## src/rtl/led_scan_defs.sv

```systemverilog
// led_scan_defs: shared scanner state encodings and a constant-safe clog2.
package led_scan_defs;
   typedef enum logic [2:0] {S_IDLE, S_LOAD, S_ACTIVE, S_BLANK, S_TEST} state_t;
   function automatic int clog2(input int v);
      int r;
      r = 0;
      for (int x = v - 1; x > 0; x = x >> 1) r++;
      return r;
   endfunction
endpackage

```

## src/rtl/row_decode_n.sv

```systemverilog
// row_decode_n: active-low one-hot row decoder; all ones when disabled or idx is out of range.
module row_decode_n #(
   parameter int ROWS = 8,
   parameter int W = 3
) (
   input  logic            en,
   input  logic [W-1:0]    idx,
   output logic [ROWS-1:0] row_n
);
   always_comb
      for (int i = 0; i < ROWS; i++) row_n[i] = !(en && idx == W'(i));
endmodule

```

## src/rtl/led_row_scanner.sv

```systemverilog
// led_row_scanner: row-scan driver with per-row dwell, inter-row blanking and a static test mode.
module led_row_scanner
   import led_scan_defs::*;
#(
   parameter int ROWS = 8,
   parameter int DWELL = 1000,
   parameter int BLANK = 16,
   localparam int ROW_W = clog2(ROWS)
) (
   input  logic             clk,
   input  logic             rst_n,
   input  logic             en,
   input  logic             test_en,
   input  logic [ROW_W-1:0] test_row,
   output logic [ROWS-1:0]  row_n,
   output logic [ROW_W-1:0] row_idx,
   output logic             row_load,
   output logic             frame_start
);
   localparam int DB = DWELL > BLANK ? DWELL : BLANK;
   localparam int CW = clog2(DB > 2 ? DB : 2);
   localparam logic [CW-1:0] DMAX = CW'(DWELL - 1);
   localparam logic [CW-1:0] BMAX = CW'(BLANK > 0 ? BLANK - 1 : 0);
   state_t state, ns;
   logic [CW-1:0] cnt, ncnt;
   logic [ROW_W-1:0] nidx;
   logic [ROWS-1:0] dec_n;
   always_comb begin
      ns = state;
      nidx = row_idx;
      ncnt = '0;
      if (test_en) begin
         ns = S_TEST;
         nidx = '0;
      end else if (state == S_TEST || !en) begin
         ns = S_IDLE;
         nidx = '0;
      end else if (state == S_IDLE) ns = S_LOAD;
      else if (state == S_LOAD) ns = S_ACTIVE;
      else if (state == S_ACTIVE) begin
         if (cnt == DMAX) begin
            ns = BLANK > 0 ? S_BLANK : S_LOAD;
            nidx = row_idx == ROW_W'(ROWS - 1) ? '0 : row_idx + 1'b1;
         end else ncnt = cnt + 1'b1;
      end else begin
         if (cnt == BMAX) ns = S_LOAD;
         else ncnt = cnt + 1'b1;
      end
   end
   // Outputs are decoded from the next state so every output is a plain register.
   row_decode_n #(.ROWS(ROWS), .W(ROW_W)) u_dec (
      .en   (ns == S_ACTIVE || ns == S_TEST),
      .idx  (ns == S_TEST ? test_row : nidx),
      .row_n(dec_n)
   );
   always_ff @(posedge clk)
      if (!rst_n) begin
         state <= S_IDLE;
         cnt <= '0;
         row_idx <= '0;
         row_n <= '1;
         row_load <= 1'b0;
         frame_start <= 1'b0;
      end else begin
         state <= ns;
         cnt <= ncnt;
         row_idx <= nidx;
         row_n <= dec_n;
         row_load <= ns == S_LOAD;
         frame_start <= ns == S_LOAD && nidx == '0;
      end
endmodule
```

## config.mk

```make
export PLATFORM = sky130hd
export DESIGN_NAME = led_row_scanner
export DESIGN_NICKNAME = d
export VERILOG_FILES = /design/src/rtl/led_scan_defs.sv /design/src/rtl/row_decode_n.sv /design/src/rtl/led_row_scanner.sv
export SDC_FILE = /design/constraint.sdc
export NUM_CORES = 1
export LEC_CHECK = 0
export ABC_AREA = 1
export CAP_MARGIN = 10
export CORE_MARGIN = 2
export CORE_UTILIZATION = 48
export CTS_CLUSTER_SIZE = 10
export DETAILED_ROUTE_END_ITERATION = 7
export MAX_ROUTING_LAYER = met4
export PLACE_DENSITY = 0.72
export SLEW_MARGIN = 20
export SYNTH_ARGS = -nofsm -noshare
export SYNTH_HDL_FRONTEND = slang
export SYNTH_SLANG_ARGS = --single-unit
export TNS_END_PERCENT = 100
```

## constraint.sdc

```tcl
create_clock -name clk -period 1.9 [get_ports clk]
set_input_delay 0.38 -clock clk [delete_from_list [all_inputs] [get_ports clk]]
set_output_delay 0.38 -clock clk [all_outputs]
set_load 0.05 [all_outputs]
```

==> impl_metrics.ini, run 1 <==
[clock_network]
numCtsBuffers = 3
cts_max_path_buffers = 2
clkSinkCount = 26
cts_htree_levels = 1
worstSkewPairLatency_ps = 320
root_buffer = clkbuf_4
clkSlewWorstSetupHoldPaths_ps = 130
cts_tree = done

[power_and_ir_drop]
power_density_mw_per_mm2 = 578
p_leak_uw = 0.000683
vdd_drop_max_v = 0.000457
total_power_uw = 922

[floorplanning]
fp.dieH_um = 56.0
ioPinCount = 20
initial_core_util = 0.515
num_rows = 18
die_w_um = 56.0
dieArea_mm2 = 0.00314
fp.coreArea_mm2 = 0.00252

[grt]
first_global_vias = 1109
grt_antenna_before_repair = 0
grt_max_degree = 15
grt_pass1_wl_mm = 4.74
grt_usage = 0.192
grt-ovfl-total = 0

[worst_setup_path]
worstPathRequired_ps = 1520
path_max_fanout = 1
path_buf_inv = 1
path_cells = clkdlybuf4s50_1
start_kind = flop
crit_path_end_kind = output pin
reg2reg_depth = 12
crit_family = buffers and inverters
crit_cells = 1
crit_arrival_ps = 1460
critPathSlowestCell = clkdlybuf4s50_1
max_stage_delay_ps = 800
crit_type = reg -> out

[worst_hold_path]
hold_class = reg -> reg
hold_depth = 2

[drt]
postRouteAntennaNets = 0
num_vias = 1144
maxUsedRoutingLayer = met4
drt_pre_antenna_iters = 4
via_per_inst = 5.02
drt_wl_total_mm = 2.67
wl_met3_um = 80
met2_wirelength_mm = 1.22
drc = 0
post_drt_wl_per_cell_um = 11.7
wirelength_met1_mm = 1.32
drtIter0Drc = 36

[synthesis]
mappedNetlistNets = 181
yosys-top-cells-area = dfxtp_1 40%, nand2_1 8.7%, nor2_1 7.5%
synth_top_area_share = 0.400
synth_mux_area_frac = 0
avgSynthCellArea_um2 = 7.60
synth-compound-area-share = 0.0318
synthSimpleGateAreaFrac = 0.428
synthXorXnorAreaFrac = 0.0337
ys_types = 27
yosysTopAreaCell = dfxtp_1
syn_inst = 171
synthAdderAreaFrac = 0.0289
synth_seq_cells = 26
yosys_warnings = 0
syn-cell-area_mm2 = 0.00130
synth_top_family_by_area = simple AND/OR/NAND/NOR gates
synth-seq-area-share = 0.400

[placement]
place_ws_ps = -31.0
finalWeightedCongestion = 0.822
io_buffers = 19
dp_hpwl_mm = 2.19

[layout]
final_net_count = 209
n_fill_cell = 244
multiInputGateArea_um2 = 679
utilization = 0.633
regArea_um2 = 522
area_growth_pct = 22.8
drive_gt1_frac = 0.197
n_antenna_cell = 0

[outcome]
status = complete, no violations

[timing]
rsz0062_at_grt = false
fin_worst_skew_ps = 2.80
fin_crit_sh = 0.970
relSlewSlack = 0.660
setup_slack_ps = 57.7
hold_viol_final = 0
tns_ps = 0
finalSetupViolCount = 0
slew_viol_final = 0
holdWs_ps = 556
period_needed_ps = 1840
worst_pin_slew_ps = 508
fmax_mhz = 543

[run]
maxCapViolCount = 0
[metal layers]
layer | vias to the layer above | GRT usage
met1 | 519 | 0.248
li1 | 600 | -
met2 | 20 | 0.309
met4 | 0 | 0.0714
met5 | - | -
met3 | 5 | 0.0233
[sequential cells by signal, summed over array words and instances (netlist names)]
register,cells
cnt,10
frame_start,1
row_idx,3
row_load,1
row_n,8
state,3
[tightest hold or removal path: cells and delay by family (launching register included)]
| kind | cells | cell delay, ps |
|---|---|---|
| flip-flops | 1 | 370 |
| AND/OR/NAND/NOR | 2 | 160 |
[cell usage after synthesis]
cell      instances
nand3_1          16
nand2_1          30
xnor2_1           1
a21o_1            1
nand2_2           7
o21ai_1           1
and3_1            1
ha_1              3
xor2_1            4
nor3_1            4
inv_2             6
nand3b_1          1
nand4_2           1
nor2_1           26
inv_1            18
nor2_2            1
nor2_4            4
nand2_4           1
nor3_4            1
buf_2             2
nor3b_2           1
a41oi_1           1
dfxtp_1          26
nor3_2            1
a21oi_1           4
nand4_1           4
nand3_2           5
[final timing paths]
path                        from  slack (ps)                  end
max          row_n[2]$_SDFF_PN1_          60             row_n[2]
min reg2reg    cnt[2]$_SDFF_PP0_         560    cnt[2]$_SDFF_PP0_
max reg2reg    cnt[0]$_SDFF_PP0_         200  row_n[1]$_SDFF_PN1_
min            cnt[2]$_SDFF_PP0_         560    cnt[2]$_SDFF_PP0_
[through the flow]
step	cell area [µm²]	instances
floorplan	1300	171
global placement	1560	224
detailed placement	1560	224
CTS	1600	228
global route	1600	228
finish	1600	228
[power by group]
part	switching, µW	leakage, µW	internal [µW]
sequential	4.37	0.000211	551
clock	158	0.0000210	117
combinational	56.2	0.000451	34.9
[area by class of cell]
type | instances | share of cell area
Sequential cell | 26 | 0.327
Timing Repair Buffer | 25 | 0.145
Inverter | 24 | 0.0564
Tap cell | 30 | 0.0235
Multi-Input combinational cell | 119 | 0.426
Clock buffer | 4 | 0.0227
[cell families (layout without fill, tap and decap cells)]
family,count (synthesis),after routing
AOI/OAI and AO/OA,7,7
xor gates and xnor gates,5,5
adders and majority gates,3,3
buffers and inverters,26,53
DFF,26,26
and+or+nand+nor,104,104
[cells in the final DEF, fill, tap and decap left out, types with 5 or more instances in the layout]
master	netlist	routed
nor2_1	26	26
inv_2	6	6
nand3_2	5	5
dfxtp_1	26	25
nand3_1	16	16
buf_4	0	6
nand2_1	30	30
clkdlybuf4s50_1	0	16
inv_1	18	18
nand2_2	7	7
[what timing repair did]
action / CTS / global route
gates resized for setup: 3 / 1
setup endpoints to repair: 3 / 5
hold buffers: 0 / 0
setup buffers: 0 / 0
pin swaps: 0 / 0
No activity file was read; power rests on OpenSTA's default activity.
==> run 2: changes to the inputs <==
--- a/config.mk
+++ b/config.mk
@@ -12,7 +12,7 @@
 export CTS_CLUSTER_SIZE = 10
 export DETAILED_ROUTE_END_ITERATION = 7
 export MAX_ROUTING_LAYER = met4
-export PLACE_DENSITY = 0.72
+export PLACE_DENSITY = 0.76
 export SLEW_MARGIN = 20
 export SYNTH_ARGS = -nofsm -noshare
 export SYNTH_HDL_FRONTEND = slang
==> run 2 against run 1 <==
Setup slack lost 7.6 ps. Critical endpoint is now row_n[5]. Non-clock buffer count shrank 3. Sequential cell count is the same. Sequential power hardly changed. Wire length is 0.34% lower. Critical path depth is the same. Register-to-register slack is essentially flat. Die area unchanged. Highest routed layer unchanged. Fmax shrank 0.41%. Critical path type unchanged. Largest power group unchanged.
==> impl_metrics.ini, run 2 (synthesis gave the netlist of run 1 again) <==
[timing]
fmax_mhz = 541
rsz0062_at_grt = false
relSlewSlack = 0.655
period_needed_ps = 1850
slew_viol_final = 0
fin_worst_skew_ps = 1.42
worst_pin_slew_ps = 516
fin_crit_sh = 0.974
finalSetupViolCount = 0
holdWs_ps = 560
hold_viol_final = 0

[worst_setup_path]
worstPathRequired_ps = 1520
crit_path_end_kind = output pin
crit-reg2reg-launch = cnt[0]$_SDFF_PP0_
crit_type = reg -> out
max_stage_delay_ps = 810
reg2reg_to = row_n[5]$_SDFF_PN1_
crit_end = row_n[5]
crit_start = row_n[5]$_SDFF_PN1_
r2r_setup_slack_ps = 200
crit_family = buffers and inverters
crit_arrival_ps = 1470
critPathSlowestCell = clkdlybuf4s50_1
path_buf_inv = 1
path_max_fanout = 1
path_cells = clkdlybuf4s50_1
crit_cells = 1
start_kind = flop
reg2reg_depth = 12

[drt]
via_per_inst = 5.04
post_drt_wl_per_cell_um = 11.8
drc = 0
num_vias = 1133
postRouteAntennaNets = 0
drt_pre_antenna_iters = 4
drtIter0Drc = 27
drt_wl_total_mm = 2.66

[layout]
n_fill_cell = 240
final_net_count = 206
largestRegisters = cnt: 10 flops, row_n: 8 flops
final_common_cell = nand2_1
largest_reg_flops = 10
regMostFlops = cnt
drive_gt1_frac = 0.190
final_cell_mix = 30 x nand2_1, 26 x nor2_1, 25 x dfxtp_1, 18 x inv_1
utilization = 0.625
area_growth_pct = 21.3
n_antenna_cell = 0

[floorplanning]
initial_core_util = 0.515
ioPinCount = 20
fp.dieH_um = 56.0
fp.coreArea_mm2 = 0.00252
num_rows = 18
die_w_um = 56.0
dieArea_mm2 = 0.00314

[placement]
dp_hpwl_mm = 2.21
finalWeightedCongestion = 0.795
io_buffers = 19

[run]
maxCapViolCount = 0

[power_and_ir_drop]
p_sw_uw = 218
p_leak_uw = 0.000682
power_density_mw_per_mm2 = 584
p_sw_frac = 0.236
comb_power_share = 0.100
vdd_drop_max_v = 0.000557
clkPwrFrac = 0.297
p_int_uw = 704
power_frac_seq = 0.603

[clock_network]
numCtsBuffers = 3
cts_htree_levels = 1
clkSinkCount = 26
root_buffer = clkbuf_4
cts_tree = done
ctsHoldBuffers = 0
cts_max_path_buffers = 2
clkSlewWorstSetupHoldPaths_ps = 130
worstSkewPairLatency_ps = 320
cts_setup_buffers = 0

[outcome]
status = complete, no violations

[grt]
grt-ovfl-total = 0
grt_pass1_wl_mm = 4.52
grt_max_degree = 15
grt_antenna_before_repair = 0
first_global_vias = 1065
grt_usage = 0.184

[worst_hold_path]
hold_class = reg -> reg
## run 2: cell types whose count changed in the layout (fill, tap and decap cells not counted)
cell	before	now
buf_4	6	4
dlygate4sd2_1	3	1
dlymetal6s2s_1	0	1
## run 2: worst register-to-register path: cells and delay by family (launching register included)
family        cells  cell delay (ps)
buf+inv           1               40
fa+ha+maj         1              180
flops             1              360
simple gates     10             1000
## run 2: worst min-delay path by stage
stage	from	to	slack, ps	cells after the start
5_1_grt	cnt[0]$_SDFF_PP0_	cnt[0]$_SDFF_PP0_	600	2
6_report	cnt[2]$_SDFF_PP0_	cnt[2]$_SDFF_PP0_	560	2
4_1_cts	cnt[0]$_SDFF_PP0_	cnt[0]$_SDFF_PP0_	570	2
2_1_floorplan	cnt[0]$_SDFF_PP0_	cnt[0]$_SDFF_PP0_	450	1
3_5_place_dp	cnt[2]$_SDFF_PP0_	cnt[2]$_SDFF_PP0_	550	2
3_3_place_gp	cnt[0]$_SDFF_PP0_	cnt[0]$_SDFF_PP0_	530	2
## run 2: power groups by stage
stage	Clock [µW]	Sequential, µW	Combinational [µW]
2_1_floorplan	0	581	41.6
3_3_place_gp	0	568	88.5
3_5_place_dp	0	568	91.5
4_1_cts	279	556	92.0
5_1_grt	296	557	99.8
6_report	274	556	91.8
## run 2: per-stage QoR
step	area, µm²	worst slack (ps)	power, µW	instances	TNS [ps]
finish	1580	50.2	921	225	0
global route	1580	13.6	953	225	0
CTS	1570	0.236	926	225	0
detailed placement	1540	-53.0	659	221	-124
global placement	1540	4.04	656	221	0
floorplan	1300	188	623	171	0
## run 2: layout make-up
cell class / count / area (µm²) / area share
Clock buffer: 4 / 36.3 / 0.0230
Inverter: 24 / 90.1 / 0.0571
Multi-Input combinational cell: 119 / 679 / 0.431
Sequential cell: 26 / 522 / 0.331
Tap cell: 30 / 37.5 / 0.0238
Timing Repair Buffer: 22 / 211 / 0.134
## run 2: per-layer routing
layer / part of all wire / track usage
met1: 0.47 / 0.228
met2: 0.49 / 0.308
met3: 0.025 / 0.0233
met4: 0.015 / 0.0646
met5: 0 / -
## run 2: repair_timing
item	4_1_cts	5_1_grt
gates resized for setup	1	2
cloned	0	0
setup endpoints to repair	1	7
pin swaps	0	1
hold endpoints to repair	0	0
